**src/rtl/cdr_pkg.sv**
```systemverilog
// Shared types and helpers for the CDR lock controller.
package cdr_pkg;

  localparam int NBP_W_DEF = 6;

  typedef enum logic [2:0] {
    IDLE      = 3'd0,
    WAIT_EDGE = 3'd1,
    MEASURE   = 3'd2,
    TRACK     = 3'd3,
    LOCKED    = 3'd4
  } cdr_state_e;

  // Increment that sticks at max_v; callers zero-extend narrower counters.
  function automatic logic [7:0] sat_inc(input logic [7:0] v, input logic [7:0] max_v);
    return (v >= max_v) ? max_v : v + 8'd1;
  endfunction

endpackage

```
**src/rtl/cdr_interval_meas.sv**
```systemverilog
// Preamble interval measurement: glitch reject, minimum tracking, accepted-edge count, no-edge timeout.
// done/min_ivl/timeout are combinational on the edge cycle; no backpressure, edges are never stalled.
module cdr_interval_meas
  import cdr_pkg::*;
#(
  parameter int NBP_W      = NBP_W_DEF,
  parameter int NBP_MIN    = 4,
  parameter int MEAS_EDGES = 8,
  parameter int TIMEOUT    = 63
) (
  input  logic             i_clk,
  input  logic             i_rst,
  input  logic             i_wait,
  input  logic             i_meas,
  input  logic             i_edge,
  output logic             o_done,
  output logic             o_timeout,
  output logic [NBP_W-1:0] o_min_ivl
);

  localparam logic [7:0] IVL_MAX  = 8'((1 << NBP_W) - 1);
  localparam logic [7:0] TO_LAST  = 8'(TIMEOUT - 1);
  localparam logic [7:0] ACC_LAST = 8'(MEAS_EDGES - 1);

  logic [NBP_W-1:0] ivl_cnt_q, ivl_cnt_d, min_ivl_q, min_ivl_d, ivl_len;
  logic [7:0]       acc_cnt_q, acc_cnt_d, to_cnt_q, to_cnt_d, ivl_inc;
  logic             accept;

  always_comb begin
    ivl_inc   = sat_inc(8'(ivl_cnt_q), IVL_MAX);
    ivl_len   = ivl_inc[NBP_W-1:0];
    accept    = i_meas && i_edge && (ivl_inc >= 8'(NBP_MIN));
    ivl_cnt_d = '0;
    min_ivl_d = '1;
    acc_cnt_d = '0;
    to_cnt_d  = '0;
    o_done    = 1'b0;
    o_timeout = 1'b0;
    if (i_meas) begin
      // Every edge restarts the interval, even one rejected as a glitch.
      ivl_cnt_d = i_edge ? '0 : ivl_len;
      min_ivl_d = min_ivl_q;
      acc_cnt_d = acc_cnt_q;
      if (accept) begin
        if (ivl_len < min_ivl_q) min_ivl_d = ivl_len;
        acc_cnt_d = acc_cnt_q + 8'd1;
        o_done    = (acc_cnt_q == ACC_LAST);
      end
    end
    if ((i_wait || i_meas) && !i_edge) begin
      if (to_cnt_q == TO_LAST) o_timeout = 1'b1;
      else                     to_cnt_d  = to_cnt_q + 8'd1;
    end
  end

  // On the final accepted edge this already includes that edge's interval.
  assign o_min_ivl = min_ivl_d;

  always_ff @(posedge i_clk) begin
    if (i_rst) begin
      ivl_cnt_q <= '0;
      min_ivl_q <= '1;
      acc_cnt_q <= '0;
      to_cnt_q  <= '0;
    end else begin
      ivl_cnt_q <= ivl_cnt_d;
      min_ivl_q <= min_ivl_d;
      acc_cnt_q <= acc_cnt_d;
      to_cnt_q  <= to_cnt_d;
    end
  end

endmodule

```
**src/rtl/cdr_lock_ctrl.sv**
```systemverilog
// CDR bring-up sequencer: measure nb_P, run counter_decision, phase-check edges, lock / loss-of-lock.
// Outputs registered, one cycle after the deciding input; no backpressure. CDR_LOCK_CTRL_STATS_EN adds the loss counter.
module cdr_lock_ctrl
  import cdr_pkg::*;
#(
  parameter int NBP_W      = NBP_W_DEF,
  parameter int NBP_MIN    = 4,
  parameter int MEAS_EDGES = 8,
  parameter int TIMEOUT    = 63,
  parameter int PH_TOL     = 2,
  parameter int LOCK_CNT   = 16,
  parameter int MISS_MAX   = 4
) (
  input  logic             i_clk,
  input  logic             i_rst,
  input  logic             i_start,
  input  logic             i_stop,
  input  logic             i_edge,
  input  logic             i_dec,
  output logic             o_cdr_run,
  output logic [NBP_W-1:0] o_nb_p,
  output logic             o_locked,
  output logic             o_err,
  output logic [2:0]       o_state,
  output logic [7:0]       o_loss_cnt
);

  localparam logic [7:0]       LOCK_LAST = 8'(LOCK_CNT - 1);
  localparam logic [7:0]       MISS_LAST = 8'(MISS_MAX - 1);
  localparam logic [NBP_W-1:0] TOL       = PH_TOL[NBP_W-1:0];

  cdr_state_e       state_q, state_d;
  logic             run_q, run_d, locked_q, locked_d, err_q, err_d, loss_q, loss_d;
  logic [NBP_W-1:0] nb_p_q, nb_p_d, ph_cnt_q, ph_cnt_d, ph_next, phase, half, ph_diff, meas_min;
  logic [7:0]       good_cnt_q, good_cnt_d, miss_cnt_q, miss_cnt_d;
  logic [1:0]       dec_cnt_q, dec_cnt_d;
  logic             meas_done, meas_timeout, edge_good, miss_hit;

  cdr_interval_meas #(
    .NBP_W(NBP_W), .NBP_MIN(NBP_MIN), .MEAS_EDGES(MEAS_EDGES), .TIMEOUT(TIMEOUT)
  ) u_meas (
    .i_clk     (i_clk),
    .i_rst     (i_rst),
    .i_wait    (state_q == WAIT_EDGE),
    .i_meas    (state_q == MEASURE),
    .i_edge    (i_edge),
    .o_done    (meas_done),
    .o_timeout (meas_timeout),
    .o_min_ivl (meas_min)
  );

  // An edge landing on the decision strobe has phase 0 and is always bad.
  always_comb begin
    ph_next   = (ph_cnt_q == '1) ? ph_cnt_q : ph_cnt_q + 1'b1;
    phase     = i_dec ? '0 : ph_cnt_q;
    half      = nb_p_q >> 1;
    ph_diff   = (phase >= half) ? phase - half : half - phase;
    edge_good = !i_dec && (ph_diff <= TOL);
  end

  always_comb begin
    state_d    = state_q;
    run_d      = run_q;
    nb_p_d     = nb_p_q;
    locked_d   = locked_q;
    err_d      = 1'b0;
    loss_d     = 1'b0;
    ph_cnt_d   = '0;
    good_cnt_d = good_cnt_q;
    miss_cnt_d = miss_cnt_q;
    dec_cnt_d  = dec_cnt_q;
    miss_hit   = 1'b0;
    // Loss of lock clears counter_decision for a single cycle, then lets it run on the held nb_P.
    if (loss_q) run_d = 1'b1;
    if (i_stop) begin
      state_d    = IDLE;
      run_d      = 1'b0;
      locked_d   = 1'b0;
      good_cnt_d = '0;
      miss_cnt_d = '0;
      dec_cnt_d  = '0;
    end else begin
      case (state_q)
        IDLE: begin
          run_d = 1'b0;
          if (i_start) state_d = WAIT_EDGE;
        end
        WAIT_EDGE: begin
          if (i_edge)            state_d = MEASURE;
          else if (meas_timeout) err_d   = 1'b1;
        end
        MEASURE: begin
          if (meas_done) begin
            nb_p_d     = meas_min;
            run_d      = 1'b1;
            good_cnt_d = '0;
            state_d    = TRACK;
          end else if (meas_timeout) begin
            err_d   = 1'b1;
            state_d = WAIT_EDGE;
          end
        end
        TRACK: begin
          ph_cnt_d = i_dec ? '0 : ph_next;
          if (i_edge) begin
            if (!edge_good) begin
              good_cnt_d = '0;
            end else if (good_cnt_q == LOCK_LAST) begin
              state_d    = LOCKED;
              locked_d   = 1'b1;
              good_cnt_d = '0;
              miss_cnt_d = '0;
              dec_cnt_d  = '0;
            end else begin
              good_cnt_d = good_cnt_q + 8'd1;
            end
          end
        end
        LOCKED: begin
          ph_cnt_d = i_dec ? '0 : ph_next;
          if (i_edge) begin
            dec_cnt_d = '0;
            if (edge_good) miss_cnt_d = '0;
            else           miss_hit   = 1'b1;
          end else if (i_dec) begin
            if (dec_cnt_q == 2'd2) begin
              dec_cnt_d = '0;
              miss_hit  = 1'b1;
            end else begin
              dec_cnt_d = dec_cnt_q + 2'd1;
            end
          end
          if (miss_hit) begin
            if (miss_cnt_q == MISS_LAST) begin
              state_d    = WAIT_EDGE;
              locked_d   = 1'b0;
              err_d      = 1'b1;
              run_d      = 1'b0;
              loss_d     = 1'b1;
              ph_cnt_d   = '0;
              miss_cnt_d = '0;
              dec_cnt_d  = '0;
              good_cnt_d = '0;
            end else begin
              miss_cnt_d = miss_cnt_q + 8'd1;
            end
          end
        end
        default: state_d = IDLE;
      endcase
    end
  end

  always_ff @(posedge i_clk) begin
    if (i_rst) begin
      state_q    <= IDLE;
      run_q      <= 1'b0;
      nb_p_q     <= '0;
      locked_q   <= 1'b0;
      err_q      <= 1'b0;
      loss_q     <= 1'b0;
      ph_cnt_q   <= '0;
      good_cnt_q <= '0;
      miss_cnt_q <= '0;
      dec_cnt_q  <= '0;
    end else begin
      state_q    <= state_d;
      run_q      <= run_d;
      nb_p_q     <= nb_p_d;
      locked_q   <= locked_d;
      err_q      <= err_d;
      loss_q     <= loss_d;
      ph_cnt_q   <= ph_cnt_d;
      good_cnt_q <= good_cnt_d;
      miss_cnt_q <= miss_cnt_d;
      dec_cnt_q  <= dec_cnt_d;
    end
  end

`ifdef CDR_LOCK_CTRL_STATS_EN
  logic [7:0] loss_cnt_q, loss_cnt_d;

  always_comb loss_cnt_d = loss_d ? sat_inc(loss_cnt_q, 8'd255) : loss_cnt_q;

  always_ff @(posedge i_clk) begin
    if (i_rst) loss_cnt_q <= '0;
    else       loss_cnt_q <= loss_cnt_d;
  end

  assign o_loss_cnt = loss_cnt_q;
`else
  assign o_loss_cnt = '0;
`endif

  assign o_cdr_run = run_q;
  assign o_nb_p    = nb_p_q;
  assign o_locked  = locked_q;
  assign o_err     = err_q;
  assign o_state   = state_q;

endmodule

```
**config.mk**
```make
export PLATFORM = sky130hd
export DESIGN_NAME = cdr_lock_ctrl
export DESIGN_NICKNAME = d
export VERILOG_FILES = /design/src/rtl/cdr_pkg.sv /design/src/rtl/cdr_interval_meas.sv /design/src/rtl/cdr_lock_ctrl.sv
export SDC_FILE = /design/constraint.sdc
export NUM_CORES = 1
export LEC_CHECK = 0
export ABC_CLOCK_PERIOD_IN_PS = 9000
export BUFFER_PORTS_ARGS = -buffer_cell sky130_fd_sc_hd__buf_4
export CORE_UTILIZATION = 51
export DETAILED_ROUTE_END_ITERATION = 10
export PLACE_DENSITY = 0.65
export SLEW_MARGIN = 25
export SYNTH_ARGS = -nofsm -noshare
export SYNTH_HDL_FRONTEND = slang
export SYNTH_HIERARCHICAL = 1
export SYNTH_SLANG_ARGS = --single-unit
```
**constraint.sdc**
```tcl
create_clock -name i_clk -period 9 [get_ports i_clk]
set_input_delay 0.45 -clock i_clk [delete_from_list [all_inputs] [get_ports i_clk]]
set_output_delay 0.45 -clock i_clk [all_outputs]
set_load 0.01 [all_outputs]
```
==> impl_results.md <==
- CTS Hold Bufs: 0
- Sequential power share: 0.525
- CTS buffer count: 9
- Combinational power share: 0.029
- Switch share: 0.232
- Cell count after placement: 577
- Final Max Slew Viols: 0
- WL/cell: roughly 14 µm
- Synth warnings: 6
- Final Setup Violations: 0
- Status: complete, no violations
- Final Critical Period: approximately 3800 ps
- Yosys top cell by area: dfxtp_1
- Post-Synth XOR/XNOR Area: 0.0493
- P_sw: ~0.13 mW
- I/O pins: 26
- CP Capture Type: register
- # port buffers: 17
- Routed via count: around 3300
- FF+latch count, synth: 65
- Largest family of logic cells by synthesized area: simple AND/OR/NAND/NOR gates
- Sequential fraction of the synthesis area: 0.333
- Hold Crit Class: input port to register
- Syn Inst Count: about 470
- LEAKAGE: roughly 1.8 nW
- Clock power frac: 0.445
- Initial Util: 0.533
- Num Clock Sinks: 65
- Initial antenna violation count: 0
- Leading cell type in the layout, fill and taps excluded: dfxtp_1
- Worst EP arrival: between 4000 and 5000 ps
- Clock buffer depth: 2
- CTS tree: yes
- Synth unique cells: 70
- Post-synth top area share: 0.333
- Synthesized area: around 0.004 mm²
- Mean Syn Cell Area: between 8 and 9 µm²
- Maxcap violations: 0
- Post-synthesis compound-gate area fraction: 0.190
- Layout area overhead: 9.19%
- GP Congestion: a little over 0.8
- Max Clock Skew: approximately 10 ps
- Drt first pass iters: 5
- Share of cells above drive strength 1: 0.113
- Total grt overflow: 0
- Vias per inst: 5.56
- Clk slew on worst S/H paths: roughly 70 ps
- Setup TNS: 0 ps
- Pin count of the biggest net entering global routing: 16
- Clock Tree Root: clkbuf_8
- Post-Synth Adder-Cell Area: 0.0807
- Placed Area: a little over 0.004 mm²
- Pre-CTS worst setup slack: approximately 5000 ps
- H-tree depth: 3
- Final Power: ~0.55 mW
- CTS resizes: 0
- Fillers: 694
- Tot GR Track Use: 0.216
- Pwr/cell area: roughly 130 mW/mm²
- Die Height: a little under 90 µm
- Post-DP HPWL: between 6000 and 7000 µm
- Register area: about 0.0013 mm²
- DRT iter0 DRCs: 145
- Row count: 31
- Peak supply drop: roughly 120 µV
- Fmax: between 0.2 and 0.3 GHz
- Post-route ant nets: 0
- Least-Margin Pin Slew: roughly 800 ps
- CP Data Required Time: roughly 9300 ps
- Hold_ws: 368 ps
- Unrepaired setup endpoints after global routing: no
- Period utilization: 0.425
- Multi-input gate area: between 0.002 and 0.0025 mm²
- Internal power: approximately 0.42 mW
- Startpoint Class: register
- Antenna Cells: 0
- DIE AREA: 0.00802 mm²
- Slew headroom: 0.457
- First-pass GRT wire length: approximately 13000 µm
- Simple-Gate Fraction of Synth Area: 0.258
- Final Net Count: just over 500
- Die width: a little under 90 µm
- Core area: 0.00733 mm²
- Design area: 0.00427 mm²
- Post-route setup slack: roughly 5200 ps
- Non-filler cells, final: 593
- Core Util, Final: 0.582
- Vias in the first global route: 3025
- Setup CP Type: register to register
- Mux cell area share after synthesis: 0.0336
- Final wirelength: 8010 µm
- FFs w/ async S/R, synth: 0
- Dominant synthesized flop cell: dfxtp_1
- Top cells by area, synth: dfxtp_1, ha_1, nor2_1
- Fin. Hold Viols: 0
- Worst skew pair latency: between 300 and 400 ps
- Number of remaining DRC errors: 0
- EDFF count, synth: 0
- Most frequent cells in the layout: dfxtp_1, nor2_1, nand2_1
- Worst Path Max Fanout: 11
- Postcts setup bufs: 0
==> worst max-delay path, stage by stage, from the launching register on <==
cell	delay (ps)
dfxtp_1	450
nand2b_1	140
nor2_1	590
nand2_2	200
a211oi_4	410
nor2_2	90
nor4_1	720
nand2_1	100
a21oi_1	220
a21oi_1	140
or4b_1	540
a21oi_1	150
==> cells in the mapped netlist, types with 5 or more instances <==
cell and instances:
nand3_1 35, nor3_1 8, nor2b_1 6, a21oi_1 25, a21o_1 12, xor2_1 13, o21ai_0 13, xnor2_1 9
buf_4 9, or2_2 5, nand2b_1 5, a31oi_1 7, ha_1 22, nor2_1 51, inv_1 26, mux2i_1 12
and3_1 10, o21ai_1 14, nand2_1 36, clkbuf_1 6, dfxtp_1 65
==> power groups by stage <==
stage | combinational (mW) | sequential [mW] | clock, mW
3_3_place_gp | 0.0161 | 0.295 | 0
5_1_grt | 0.0185 | 0.289 | 0.264
4_1_cts | 0.0161 | 0.289 | 0.253
6_report | 0.0162 | 0.289 | 0.245
3_5_place_dp | 0.0160 | 0.295 | 0
2_1_floorplan | 0.0137 | 0.295 | 0
==> kinds of logic (layout without fill, tap and decap cells) <==
logic type                 Yosys count  after routing
buffers and inverters               46             60
and+or+nand+nor                    195            195
AOI/OAI and AO/OA                  107            107
xor gates and xnor gates            22             22
adders and majority gates           24             24
DFF                                 65             65
muxes                               13             13
other                                1              8
==> final cells by class <==
| type | count | share of cell area |
|---|---|---|
| Multi-Input combinational cell | 369 | 0.568 |
| Sequential cell | 65 | 0.305 |
| Clock buffer | 12 | 0.0317 |
| Timing Repair Buffer | 18 | 0.0317 |
| Tap cell | 99 | 0.0290 |
| Inverter | 26 | 0.0229 |
| Clock inverter | 4 | 0.0123 |
==> metal layers <==
layer	vias to the layer above	GRT usage	wire (µm)
met3	13	0.0536	349
met4	0	0.0635	97
met1	1522	0.262	3710
met2	75	0.378	3860
met5	-	0	0
li1	1689	-	-
==> registers in the layout (all words and copies together) (netlist names) <==
name / cells
dec_cnt_q: 2
good_cnt_q: 8
loss_q: 1
miss_cnt_q: 8
o_cdr_run: 1
o_err: 1
o_locked: 1
o_nb_p: 6
o_state: 3
ph_cnt_q: 6
u_meas/acc_cnt_q: 8
u_meas/ivl_cnt_q: 6
u_meas/min_ivl_q: 6
u_meas/to_cnt_q: 8
==> worst paths after layout <==
check / cells after the start / start / slack (ps) / end
max reg2reg: 11 / o_state[1] / 5170 / good_cnt_q[1]
max: 11 / o_state[1] / 5170 / good_cnt_q[1]
min: 2 / i_rst / 370 / o_nb_p[5]
min reg2reg: 1 / u_meas/to_cnt_q[0] / 460 / u_meas/to_cnt_q[0]
Note: power is estimated with default switching activity, not from simulation.
